[config.mk]
export PLATFORM = sky130hd
export DESIGN_NAME = dual_fifo_wr_arb
export DESIGN_NICKNAME = d
export VERILOG_FILES = /design/src/rtl/dual_fifo_pkg.sv /design/src/rtl/dual_issue_rr_pick.sv /design/src/rtl/dual_fifo_wr_arb.sv
export SDC_FILE = /design/constraint.sdc
export NUM_CORES = 1
export LEC_CHECK = 0
export CAP_MARGIN = 20
export CORE_MARGIN = 5
export CORE_UTILIZATION = 22
export CTS_CLUSTER_SIZE = 8
export DETAILED_ROUTE_END_ITERATION = 8
export HOLD_SLACK_MARGIN = 0.15
export PLACE_DENSITY = 0.95
export SYNTH_ARGS = -nofsm -noshare
export SYNTH_HDL_FRONTEND = slang
export SYNTH_SLANG_ARGS = --single-unit
[constraint.sdc]
create_clock -name clk_i -period 4.73 [get_ports clk_i]
set_input_delay 0.946 -clock clk_i [delete_from_list [all_inputs] [get_ports clk_i]]
set_output_delay 0.946 -clock clk_i [all_outputs]
set_load 0.05 [all_outputs]
[src/rtl/dual_fifo_pkg.sv]
// Shared definitions for the dual-issue FIFO write-side arbiters.
//   arb_state_e : packet-lock state of an arbiter (idle / locked to one requester)
//   Dual*       : the only legal encodings of a dual-issue valid/ready pair
//   wrap_inc    : modular increment with an explicit wrap, so that
//                 non-power-of-two requester counts wrap correctly
package dual_fifo_pkg;

    typedef enum logic [0:0] {
        ArbIdle   = 1'b0,
        ArbLocked = 1'b1
    } arb_state_e;

    localparam logic [1:0] DualNone = 2'b00;
    localparam logic [1:0] DualOne  = 2'b01;
    localparam logic [1:0] DualTwo  = 2'b11;

    // (base + step) mod n for 0 <= base < n and 0 <= step < n.
    function automatic int wrap_inc(int base, int step, int n);
        int sum;
        sum = base + step;
        if (sum >= n) begin
            sum = sum - n;
        end
        return sum;
    endfunction

endpackage

[src/rtl/dual_issue_rr_pick.sv]
// Combinational rotate-priority picker.
// Returns the first requester whose bit is set in req, searching upward from
// ptr with wrap-around. With no request set, idx falls back to ptr.
//   req : one request bit per requester
//   ptr : highest-priority requester this cycle
//   idx : selected requester
//   any : at least one request bit is set
module dual_issue_rr_pick
    import dual_fifo_pkg::*;
#(
    parameter  int NumReq = 2,
    localparam int IdxW   = $clog2(NumReq)
) (
    input  logic [NumReq-1:0] req,
    input  logic [IdxW-1:0]   ptr,
    output logic [IdxW-1:0]   idx,
    output logic              any
);

    // Walk the offsets from farthest to nearest so the nearest hit to ptr is
    // the last assignment and therefore wins.
    always_comb begin
        // NOTE: every output gets a default before the loop; a path that
        // leaves one unassigned would infer a latch.
        idx = ptr;
        any = 1'b0;
        for (int i = NumReq - 1; i >= 0; i--) begin
            if (req[wrap_inc(int'(ptr), i, NumReq)]) begin
                idx = IdxW'(wrap_inc(int'(ptr), i, NumReq));
                any = 1'b1;
            end
        end
    end

endmodule

[src/rtl/dual_fifo_wr_arb.sv]
// Round-robin, packet-locking arbiter merging NumReq dual-issue producers into
// one dual-issue write port. No storage, no added latency: data and
// handshakes are steered combinationally; only the lock state and the
// round-robin pointer are registered.
//   clk_i, rst_ni       : clock, asynchronous active-low reset
//   flush_i             : synchronous flush back to idle, pointer to 0
//   req_valid_i/rdy_o   : per-requester dual-issue handshake (00/01/11)
//   req_data0/1_i       : per-requester slot data (slot 0 first)
//   req_last_i          : per-requester end-of-packet flags per slot
//   wr_valid_o/rdy_i    : downstream dual-issue handshake
//   wr_data0/1_o        : granted requester's data
//   wr_last_o           : granted requester's last flags, masked by wr_valid_o
//   grant_o             : current grant index
//   locked_o            : arbiter is locked to a requester mid-packet
module dual_fifo_wr_arb
    import dual_fifo_pkg::*;
#(
    parameter  int NumReq = 2,
    parameter  int Width  = 32,
    localparam int IdxW   = $clog2(NumReq)
) (
    input  logic                          clk_i,
    input  logic                          rst_ni,
    input  logic                          flush_i,
    input  logic [NumReq-1:0][1:0]        req_valid_i,
    input  logic [NumReq-1:0][Width-1:0]  req_data0_i,
    input  logic [NumReq-1:0][Width-1:0]  req_data1_i,
    input  logic [NumReq-1:0][1:0]        req_last_i,
    output logic [NumReq-1:0][1:0]        req_rdy_o,
    output logic [1:0]                    wr_valid_o,
    output logic [Width-1:0]              wr_data0_o,
    output logic [Width-1:0]              wr_data1_o,
    output logic [1:0]                    wr_last_o,
    input  logic [1:0]                    wr_rdy_i,
    output logic [IdxW-1:0]               grant_o,
    output logic                          locked_o
);

    arb_state_e        state_q;
    logic [IdxW-1:0]   rr_ptr_q;
    logic [IdxW-1:0]   lock_id_q;

    logic [NumReq-1:0] slot0_req;
    logic [IdxW-1:0]   pick_idx;
    logic              pick_any;
    logic [IdxW-1:0]   grant;
    logic              accept1;
    logic              accept2;
    logic              acc_last;

    // Only slot 0 decides eligibility; an illegal 10 therefore never requests.
    always_comb begin
        for (int r = 0; r < NumReq; r++) begin
            slot0_req[r] = req_valid_i[r][0];
        end
    end

    dual_issue_rr_pick #(
        .NumReq (NumReq)
    ) u_pick (
        .req (slot0_req),
        .ptr (rr_ptr_q),
        .idx (pick_idx),
        .any (pick_any)
    );

    // A locked requester keeps the port even while it has nothing to send.
    assign grant    = (state_q == ArbLocked) ? lock_id_q : pick_idx;
    assign grant_o  = grant;
    assign locked_o = (state_q == ArbLocked);

    always_comb begin
        wr_valid_o = req_valid_i[grant];
        if (!wr_valid_o[0]) begin
            wr_valid_o = DualNone;
        end else if (req_last_i[grant][0]) begin
            // A packet ending in slot 0 must not drag the next packet's first
            // beat into the same pair.
            wr_valid_o = DualOne;
        end
        if (flush_i) begin
            wr_valid_o = DualNone;
        end
    end

    assign wr_data0_o = req_data0_i[grant];
    assign wr_data1_o = req_data1_i[grant];
    assign wr_last_o  = req_last_i[grant] & wr_valid_o;

    assign accept2  = (wr_valid_o == DualTwo) && (wr_rdy_i == DualTwo);
    assign accept1  = wr_valid_o[0] & wr_rdy_i[0];
    assign acc_last = accept2 ? req_last_i[grant][1] : req_last_i[grant][0];

    // Ready is rebuilt from the accept terms so it can only ever be 00/01/11.
    always_comb begin
        req_rdy_o        = '0;
        req_rdy_o[grant] = {accept2, accept1};
    end

    // NOTE: the lock/pointer registers take an asynchronous reset and use
    // non-blocking assignments, so every reader in the same edge sees the old
    // values; blocking here would create order-dependent races.
    always_ff @(posedge clk_i or negedge rst_ni) begin
        if (!rst_ni) begin
            state_q   <= ArbIdle;
            rr_ptr_q  <= '0;
            lock_id_q <= '0;
        end else if (flush_i) begin
            state_q  <= ArbIdle;
            rr_ptr_q <= '0;
        end else if (accept1) begin
            unique case (state_q)
                ArbIdle: begin
                    if (acc_last) begin
                        rr_ptr_q <= IdxW'(wrap_inc(int'(grant), 1, NumReq));
                    end else begin
                        state_q   <= ArbLocked;
                        lock_id_q <= grant;
                    end
                end
                ArbLocked: begin
                    if (acc_last) begin
                        state_q  <= ArbIdle;
                        rr_ptr_q <= IdxW'(wrap_inc(int'(lock_id_q), 1, NumReq));
                    end
                end
                default: state_q <= ArbIdle;
            endcase
        end
    end

`ifdef FORMAL
    logic [NumReq-1:0] rdy_any;

    always_comb begin
        for (int r = 0; r < NumReq; r++) begin
            rdy_any[r] = |req_rdy_o[r];
            assume (req_valid_i[r] != 2'b10);
            assert (req_rdy_o[r] != 2'b10);
        end
        assume (wr_rdy_i != 2'b10);
        assert (wr_valid_o != 2'b10);
        assert ($onehot0(rdy_any));
    end

    always_ff @(posedge clk_i) begin
        if (rst_ni && $past(rst_ni) && locked_o && $past(locked_o)) begin
            assert (grant_o == $past(grant_o));
        end
    end
`endif

endmodule

# After elaboration in Yosys (flattened, before gate mapping)
# Index checks and enable logic that the tools add are counted.
dict set report word_totals {
  n_memories 0
  out_inout_bits 74
  input_bits 141
  ff_bits 3
  latch_bits 0
  wordCells 68
  ram_bits 0
  rom_bits 0
}
dict set report classes {
  order_cmp 8
  n_mux 35
  multipliers 0
  bitwise_logic 6
  n_reduce_logical 5
  div 0
  shift 0
  addsub 7
  n_eq_ne 4
}
# cell n
set ops {}
lappend ops {{$mux 32} 6}
lappend ops {{$lt 32x3->1 const B} 2}
lappend ops {{$mux 1} 19}
lappend ops {{$mux 2} 8}
lappend ops {{$add 1x1->2 const B} 3}
lappend ops {{$ge 2x2->1 const B} 3}
lappend ops {{$and 4x4->4} 1}
lappend ops {{$eq 2x2->1 const B} 2}
lappend ops {{$reduce_and 4->1} 1}
lappend ops {{$ne 3x2->1 const B} 1}
lappend ops {{$ne 3x3->1 const B} 1}
lappend ops {{$not 1->1} 3}
lappend ops {{$reduce_and 3->1} 1}
lappend ops {{$sub 1x2->3 const B} 1}
lappend ops {{$sub 2x2->3 const B} 1}
lappend ops {{$and 2x2->2} 1}
lappend ops {{$demux 2 s1} 1}
lappend ops {{$ge 1x2->1 const B} 1}
lappend ops {{$logic_and 1x1->1} 2}
lappend ops {{$lt 1x2->1 const B} 1}
lappend ops {{$pmux 1 s2} 1}
lappend ops {{$reduce_bool 2->1} 1}
lappend ops {{$sub 1x1->1 const B} 2}
lappend ops {{$and 1x1->1} 1}
lappend ops {{$ge 1x1->1 const B} 1}

# Depth between registers and ports, before layout
# Gate-level depths: netlist (run 1).
dict set report logic_depth {
  word_depth 21
  depth_mapped 6
  ltp_nobuf 6
}

# By module
# Synthesis (run 1) repeated with hierarchy kept, for this count alone.
dict set report unflattened {
  cells_unflattened 242
  hier_area_um2 1098.6
}
# module cells_per_inst instances area_each_um2
set modules_own_cells {}
lappend modules_own_cells {dual_fifo_wr_arb 239 1 1077.3}
lappend modules_own_cells {dual_issue_rr_pick 3 1 21.3}

# Worst setup path before layout (run 1)
# OpenSTA, ideal clock, no wires.
dict set report synth_path {
  kind {input to output}
  startpoint {input port req_valid_i[0] (netlist name)}
  endpoint {output port wr_last_o[1]}
  required_time_ns 3.784
  stages 6
  setup_slack_ns 0.837
  arrival_time_ns 2.947
  path_cell_list {a21boi_2 -> o31ai_4 -> buf_6 -> buf_8 -> a21oi_1 -> nor3_1}
}
dict set report synth_between {
  elab_chain_cells 12
  word_cells_on_any_way 17
}
# item line
set synth_rtl {}
lappend synth_rtl {{start, declared} dual_fifo_wr_arb.sv:25} ;# input logic [NumReq-1:0][1:0] req_valid_i,
lappend synth_rtl {{$mux 1 (implied by the code) (3 in series)} dual_issue_rr_pick.sv:28} ;# if (req[wrap_inc(int'(ptr), i, NumReq)]) begin
lappend synth_rtl {{$mux 1} dual_issue_rr_pick.sv:28}
lappend synth_rtl {{$mux 1 (*)} dual_issue_rr_pick.sv:28}
lappend synth_rtl {{$mux 1 (*)} dual_fifo_wr_arb.sv:68} ;# assign grant = (state_q == ArbLocked) ? lock_id_q : pick_idx;
lappend synth_rtl {{via grant_o} dual_fifo_wr_arb.sv:35} ;# output logic [IdxW-1:0] grant_o,
lappend synth_rtl {{$mux 2, on equally long branches (2 in series)} {dual_fifo_wr_arb.sv:73, dual_fifo_wr_arb.sv:76}}
lappend synth_rtl {{$mux 2} dual_fifo_wr_arb.sv:76} ;# end else if (req_last_i[grant][0]) begin
lappend synth_rtl {{$mux 2} dual_fifo_wr_arb.sv:74} ;# if (!wr_valid_o[0]) begin
lappend synth_rtl {{$mux 2} dual_fifo_wr_arb.sv:81} ;# if (flush_i) begin
lappend synth_rtl {{$and 2x2->2 (*)} dual_fifo_wr_arb.sv:88} ;# assign wr_last_o = req_last_i[grant] & wr_valid_o;
lappend synth_rtl {{end, declared} dual_fifo_wr_arb.sv:33} ;# output logic [1:0] wr_last_o,
# Mark *: on every way through the listed nets, which the timed path passes. The rest lies on a longest branch. The select of a mux whose other input is x is not followed.

# Worst setup path after layout (run 1)
dict set report layout_path {
  startpoint {input port req_valid_i[2] (netlist name)}
  endpoint {output port wr_data1_o[20]}
}
dict set report layout_between {
  elab_chain_cells 8
  word_cells_on_any_way 11
}
# item line
set layout_rtl {}
lappend layout_rtl {{$mux 1 (implied by the code) (3 in series)} dual_issue_rr_pick.sv:28}
lappend layout_rtl {{$mux 1} dual_issue_rr_pick.sv:28}
lappend layout_rtl {{$mux 1 (*)} dual_issue_rr_pick.sv:28}
lappend layout_rtl {{$mux 1 (*)} dual_fifo_wr_arb.sv:68}
lappend layout_rtl {{$mux 32 (implied by the code) (*) (2 in series)} dual_fifo_wr_arb.sv:87} ;# assign wr_data1_o = req_data1_i[grant];
lappend layout_rtl {{end, declared} dual_fifo_wr_arb.sv:32} ;# output logic [Width-1:0] wr_data1_o,
# Mark *: on every way between the ends. The rest lies on a longest branch, timed or not. The select of a mux whose other input is x is not followed.

==> results of run 1 <==
==> critical path, cell delays in order <==
cell	delay (ns)
clkdlybuf4s50_1	0.54
a21boi_2	0.10
o31ai_4	0.23
buf_4	0.41
mux2_2	0.39
clkdlybuf4s50_1	0.71
==> state kept, by name, summed over array words and instances, names as in the netlist <==
name and flops:
lock_id_q 1, locked_o 1, rr_ptr_q 1
==> synthesized netlist by cell type (all sizes together) <==
master | instances | area share
nand4 | 1 | 0.0054
nor3b | 1 | 0.0064
and3 | 3 | 0.017
dfrtp | 3 | 0.064
or3 | 1 | 0.0096
mux2 | 65 | 0.63
a31oi | 1 | 0.0054
or3b | 1 | 0.0075
a21oi | 3 | 0.013
nor3 | 3 | 0.013
nand2b | 2 | 0.011
nand3 | 1 | 0.0043
buf | 8 | 0.080
nand2 | 3 | 0.0096
a21boi | 1 | 0.0096
clkinv | 1 | 0.0043
nor2 | 7 | 0.023
and4 | 1 | 0.0096
nand3b | 1 | 0.0064
mux2i | 5 | 0.043
o31ai | 1 | 0.018
nor2b | 1 | 0.0054
and2b | 1 | 0.0075
==> per-layer routing <==
metal  global-route usage  up-vias  wire (microns)
met5                    0        -               0
met4               0.0535        0             104
met3               0.0554        8             607
met2                0.367      124            3780
met1                0.200      807            2680
li1                     -      856               -
==> kinds of logic (layout without fill, tap and decap cells) <==
| kind of cell | after synthesis | after routing | share of synthesized area |
|---|---|---|---|
| AND/OR/NAND/NOR | 27 | 27 | 0.135 |
| flip-flops | 3 | 3 | 0.0643 |
| AO/OA/AOI/OAI | 6 | 6 | 0.0461 |
| multiplexers | 70 | 70 | 0.670 |
| buffers and inverters | 9 | 222 | 0.0847 |
==> final cells by class <==
type | instances | share of cell area
sequential | 3 | 0.0228
clock buffer | 4 | 0.0137
tap | 70 | 0.0266
timing repair buffer | 217 | 0.633
inverter | 1 | 0.00152
multi-input combinational | 103 | 0.302
==> power by group through the flow <==
stage | sequential [mW] | clock, mW | combinational (mW)
finish | 0.0336 | 0.0750 | 0.623
global route | 0.0341 | 0.0810 | 0.647
detailed placement | 0.0338 | 0 | 0.625
CTS | 0.0335 | 0.0772 | 0.628
global placement | 0.0336 | 0 | 0.618
floorplan | 0.0350 | 0 | 0.398
==> final timing paths <==
path                                      from        endpoint  cells past startpoint
worst max-delay path            req_valid_i[2]  wr_data1_o[20]                      6
worst max register to register        locked_o       lock_id_q                      5
worst min register to register       lock_id_q       lock_id_q                      1
worst min-delay path                 lock_id_q       lock_id_q                      1
max in group asynchronous               rst_ni        rr_ptr_q                      1
min in group asynchronous               rst_ni       lock_id_q                      1
==> results.py, run 1 <==
metrics = {
    "status": {
        "outcome": "finished, final reports clean",
    },
    "floorplanning": {
        "start_util": 0.227,
        "core_sq_um": 5140,
        "rows": 26,
        "die_w_microns": 82.8,
        "fp.dieArea_sq_um": 6860,
        "ios": 215,
        "dieHeight_microns": 82.8,
    },
    "worst_setup_path": {
        "rrSetupSlack_ns": 2.81,
        "start_kind": "input pin",
        "path_max_fanout": 33,
        "crit_path_end_kind": "primary output",
        "path_class": "in -> out",
        "crit_arrival_ns": 3.34,
        "cp.required_ns": 3.78,
    },
    "clock_network": {
        "htree_levels": 1,
        "cts_hold_buf": 0,
        "root_buffer": "clkbuf_8",
        "cts_buffers": 3,
        "clkTransAtPathRegs_ns": 0.03,
        "clk_latency_ns": 0.22,
        "cts_tree": "done",
        "clockBufferDepth": 2,
        "cts_sinks": 3,
        "post_cts_buffers": 0,
        "postCtsResizedCells": 0,
    },
    "finish": {
        "drive_above_1_share": 0.335,
        "utilization": 0.640,
        "multiInputGateArea_sq_um": 993,
        "seq_area_sq_um": 75.1,
        "area_growth_pct": 182,
        "final_nets": 470,
        "design_area_sq_um": 3290,
        "final_cell_mix": "182 x clkdlybuf4s50_1, 65 x mux2_2, 35 x buf_4",
        "layout_commonest_cell": "clkdlybuf4s50_1",
        "instances_no_fill": 398,
        "n_antenna_cell": 0,
        "fillCellCount": 457,
    },
    "power_and_ir_drop": {
        "p_per_area_nw_per_um2": 222,
        "p_sw_uw": 365,
        "swShare": 0.499,
        "clkPwrFrac": 0.102,
        "seq_power_share": 0.046,
        "vdd_drop_max_v": 0.000127,
        "power_uw": 732,
        "p_leak_nw": 1.29,
        "internal_power_uw": 367,
        "combPwrFrac": 0.852,
    },
    "run": {
        "cap_violations": 0,
    },
    "yosys": {
        "synth_area_per_cell_sq_um": 10.2,
        "ys_warn_count": 0,
        "synth_cell_type_count": 25,
        "ys_seq_area_frac": 0.0643,
        "ys_ff_latch": 3,
        "syn_inst": 115,
        "synth_fp_nets": 256,
        "synth_area_sq_um": 1170,
    },
    "placed_design": {
        "port_buffers": 214,
        "post_dp_cell_area_sq_um": 3250,
        "globalplace.congestion": 0.842,
        "post-place-ws_ns": 0.439,
        "dpl.hpwl_mm": 6.35,
        "dpl.cell_count": 394,
    },
    "timing": {
        "setup_violations": 0,
        "setup_ws_ns": 0.444,
        "max_slew_margin": 0.647,
        "hold_ws_ns": 0.519,
        "slew_violations": 0,
        "finalSetupTns_ns": 0,
        "post-route-period-util": 0.906,
        "rsz0062_at_grt": "false",
        "worst_pin_slew_ns": 0.528,
        "hold_viol": 0,
        "post-route-min-period_ns": 4.29,
        "fin_skew_ns": 0.000197,
        "timing.fmax_mhz": 233,
    },
    "global_route": {
        "grt_antenna_before_repair": 0,
        "grt_pass1_vias": 1907,
        "grt_pass1_wl_mm": 10.6,
        "grt_max_degree": 36,
        "grt_overflow_total": 0,
        "grtUsageTotal": 0.191,
    },
    "drt": {
        "vias": 1795,
        "routed_wl_mm": 7.17,
        "wl_per_cell_microns": 18.0,
        "vias_per_cell": 4.51,
        "firstDrtPassIters": 4,
        "drt_iter0_drc": 30,
        "drtAntennaViolNets": 0,
        "drc_errors": 0,
    },
    "worst_hold_path": {
        "hold_class": "reg -> reg",
    },
}
Note: power is estimated with default switching activity, not from simulation.
==> run 2: changes to the inputs <==
Settings changed: CTS_CLUSTER_DIAMETER from default to 200, TNS_END_PERCENT from default to 20.
==> results of run 2 <==
Final layout, timing and power as in run 1 (identical DEF).
==> run 3: changes to the inputs <==
Settings changed: CTS_CLUSTER_DIAMETER 200 to 40, RECOVER_POWER from default to 100.
==> run 3 against run 2 <==
Clock power rose by 0.9%. Combinational power fell by 6.3%. Global-route usage did not move. Count of clock-buffer cells in the layout did not move. Routed wire length fell by 1.4%. Flip-flop and latch count did not move. Cell area fell by 3.0%. Total power fell by 5.2%. Non-clock buffer count did not move. Critical endpoint unchanged. Highest routed layer unchanged.
==> results.py, run 3 (synthesis results as in run 1) <==
metrics = {
    "worst_hold_path": {
        "min-delay-start": "lock_id_q",
        "holdPathStages": 1,
        "hold_class": "reg -> reg",
        "whs_endpoint": "lock_id_q",
    },
    "drt": {
        "routed_wl_mm": 7.08,
        "drc_errors": 0,
        "drtAntennaViolNets": 0,
        "vias": 1787,
        "vias_per_cell": 4.49,
        "firstDrtPassIters": 4,
        "wl_per_cell_microns": 17.8,
        "drt_iter0_drc": 24,
    },
    "clock_network": {
        "cts_sinks": 3,
        "cts_buffers": 3,
        "postCtsResizedCells": 0,
        "clkTransAtPathRegs_ns": 0.03,
        "clk_latency_ns": 0.22,
        "post_cts_buffers": 0,
        "cts_hold_buf": 0,
        "clockBufferDepth": 2,
        "htree_levels": 1,
        "cts_tree": "done",
        "root_buffer": "clkbuf_8",
    },
    "worst_setup_path": {
        "rr_worst_depth": 5,
        "path_class": "in -> out",
        "path_max_fanout": 33,
        "crit_top_cell": "dlygate4sd3_1",
        "slowest_delay_ns": 0.77,
        "rr_startpoint": "locked_o",
        "start_kind": "input pin",
        "cp.required_ns": 3.78,
        "crit_path_end_kind": "primary output",
        "crit_arrival_ns": 3.47,
        "r2r-end": "lock_id_q",
        "crit_chain": "dlygate4sd3_1, a21boi_2, o31ai_4, buf_4, mux2_2, dlygate4sd3_1",
        "slowest_stage": "dlygate4sd3_1",
        "rrSetupSlack_ns": 2.82,
    },
    "power_and_ir_drop": {
        "swShare": 0.522,
        "p_sw_uw": 362,
        "vdd_drop_max_v": 0.000121,
        "p_per_area_nw_per_um2": 217,
        "clkPwrFrac": 0.109,
        "seq_power_share": 0.048,
        "combPwrFrac": 0.842,
        "p_leak_nw": 1.23,
        "internal_power_uw": 331,
    },
    "finish": {
        "n_antenna_cell": 0,
        "area_growth_pct": 173,
        "final_nets": 470,
        "final_cell_mix": "138 x clkdlybuf4s50_1, 63 x mux2_2, 44 x dlygate4sd3_1",
        "drive_above_1_share": 0.262,
        "design_area_sq_um": 3190,
        "layout_commonest_cell": "clkdlybuf4s50_1",
    },
    "run": {
        "cap_violations": 0,
    },
    "timing": {
        "finalSetupTns_ns": 0,
        "setup_violations": 0,
        "timing.fmax_mhz": 227,
        "fin_skew_ns": 0.000192,
        "max_slew_margin": 0.559,
        "hold_viol": 0,
        "post-route-min-period_ns": 4.41,
        "rsz0062_at_grt": "false",
        "slew_violations": 0,
        "post-route-period-util": 0.933,
        "worst_pin_slew_ns": 0.665,
    },
    "global_route": {
        "grt_max_degree": 36,
        "grt_overflow_total": 0,
        "grt_antenna_before_repair": 0,
        "grtUsageTotal": 0.191,
        "grt_pass1_vias": 1907,
        "grt_pass1_wl_mm": 10.6,
    },
    "floorplanning": {
        "dieHeight_microns": 82.8,
        "rows": 26,
        "die_w_microns": 82.8,
        "start_util": 0.227,
        "fp.dieArea_sq_um": 6860,
        "core_sq_um": 5140,
        "ios": 215,
    },
    "placed_design": {
        "port_buffers": 214,
        "dpl.hpwl_mm": 6.35,
        "post_dp_cell_area_sq_um": 3250,
        "globalplace.congestion": 0.842,
    },
    "status": {
        "outcome": "finished, final reports clean",
    },
}
## run 3: changes by cell type in the layout (fill, tap and decap cells not counted), sizes merged
| cell | previous run | this run |
|---|---|---|
| clkdlybuf4s50 | 182 | 138 |
| dlygate4sd3 | 0 | 44 |
| buf | 35 | 6 |
| clkbuf | 4 | 33 |
## run 3: worst max-delay path: cells and delay by family
family,cells,cell delay (ns)
buffers and inverters,3,1.79
multiplexers,1,0.39
AO/OA/AOI/OAI,2,0.33
## run 3: stage by stage
stage	util	total power [mW]	setup slack [ns]	instances	hold slack (ns)
finish	0.621	0.693	0.319	398	0.519
global route	0.621	0.724	0.180	398	0.538
CTS	0.640	0.739	0.431	398	0.522
detailed placement	0.631	0.659	0.439	394	0.515
global placement	0.631	0.651	0.482	394	0.507
floorplan	-	0.433	0.837	115	0.493
## run 3: how the worst max path moves through the flow
stage | from | endpoint | slack (ns) | depth (start not counted)
2_1_floorplan | req_valid_i[0] | wr_last_o[1] | 0.84 | 6
3_3_place_gp | req_valid_i[2] | wr_data1_o[27] | 0.48 | 6
3_5_place_dp | req_valid_i[2] | wr_data1_o[27] | 0.44 | 6
4_1_cts | req_valid_i[2] | wr_data1_o[27] | 0.43 | 6
5_1_grt | req_valid_i[2] | wr_valid_o[1] | 0.18 | 8
6_report | req_valid_i[2] | wr_data1_o[20] | 0.32 | 6
## run 3: layout make-up
cell class / instances / area [sq um]
fillers: 481 / 1950
clock buffers: 4 / 45.0
repair buffers: 217 / 1980
well taps: 70 / 87.6
multi-input cells: 103 / 993
flip-flops and latches: 3 / 75.1
inverters: 1 / 5.00
## run 3: per-layer routing
layer  share of wire  vias up  global-route usage
li1                -      857                   -
met1            0.36      794               0.200
met2            0.53      126               0.367
met3           0.090       10              0.0554
met4           0.018        0              0.0535
met5               0        -                   0
## run 3: power groups by stage
stage	clock, mW	sequential [mW]	combinational [mW]
3_3_place_gp	0	0.0336	0.618
4_1_cts	0.0772	0.0335	0.628
2_1_floorplan	0	0.0350	0.398
5_1_grt	0.0810	0.0341	0.609
6_report	0.0757	0.0335	0.584
3_5_place_dp	0	0.0338	0.625
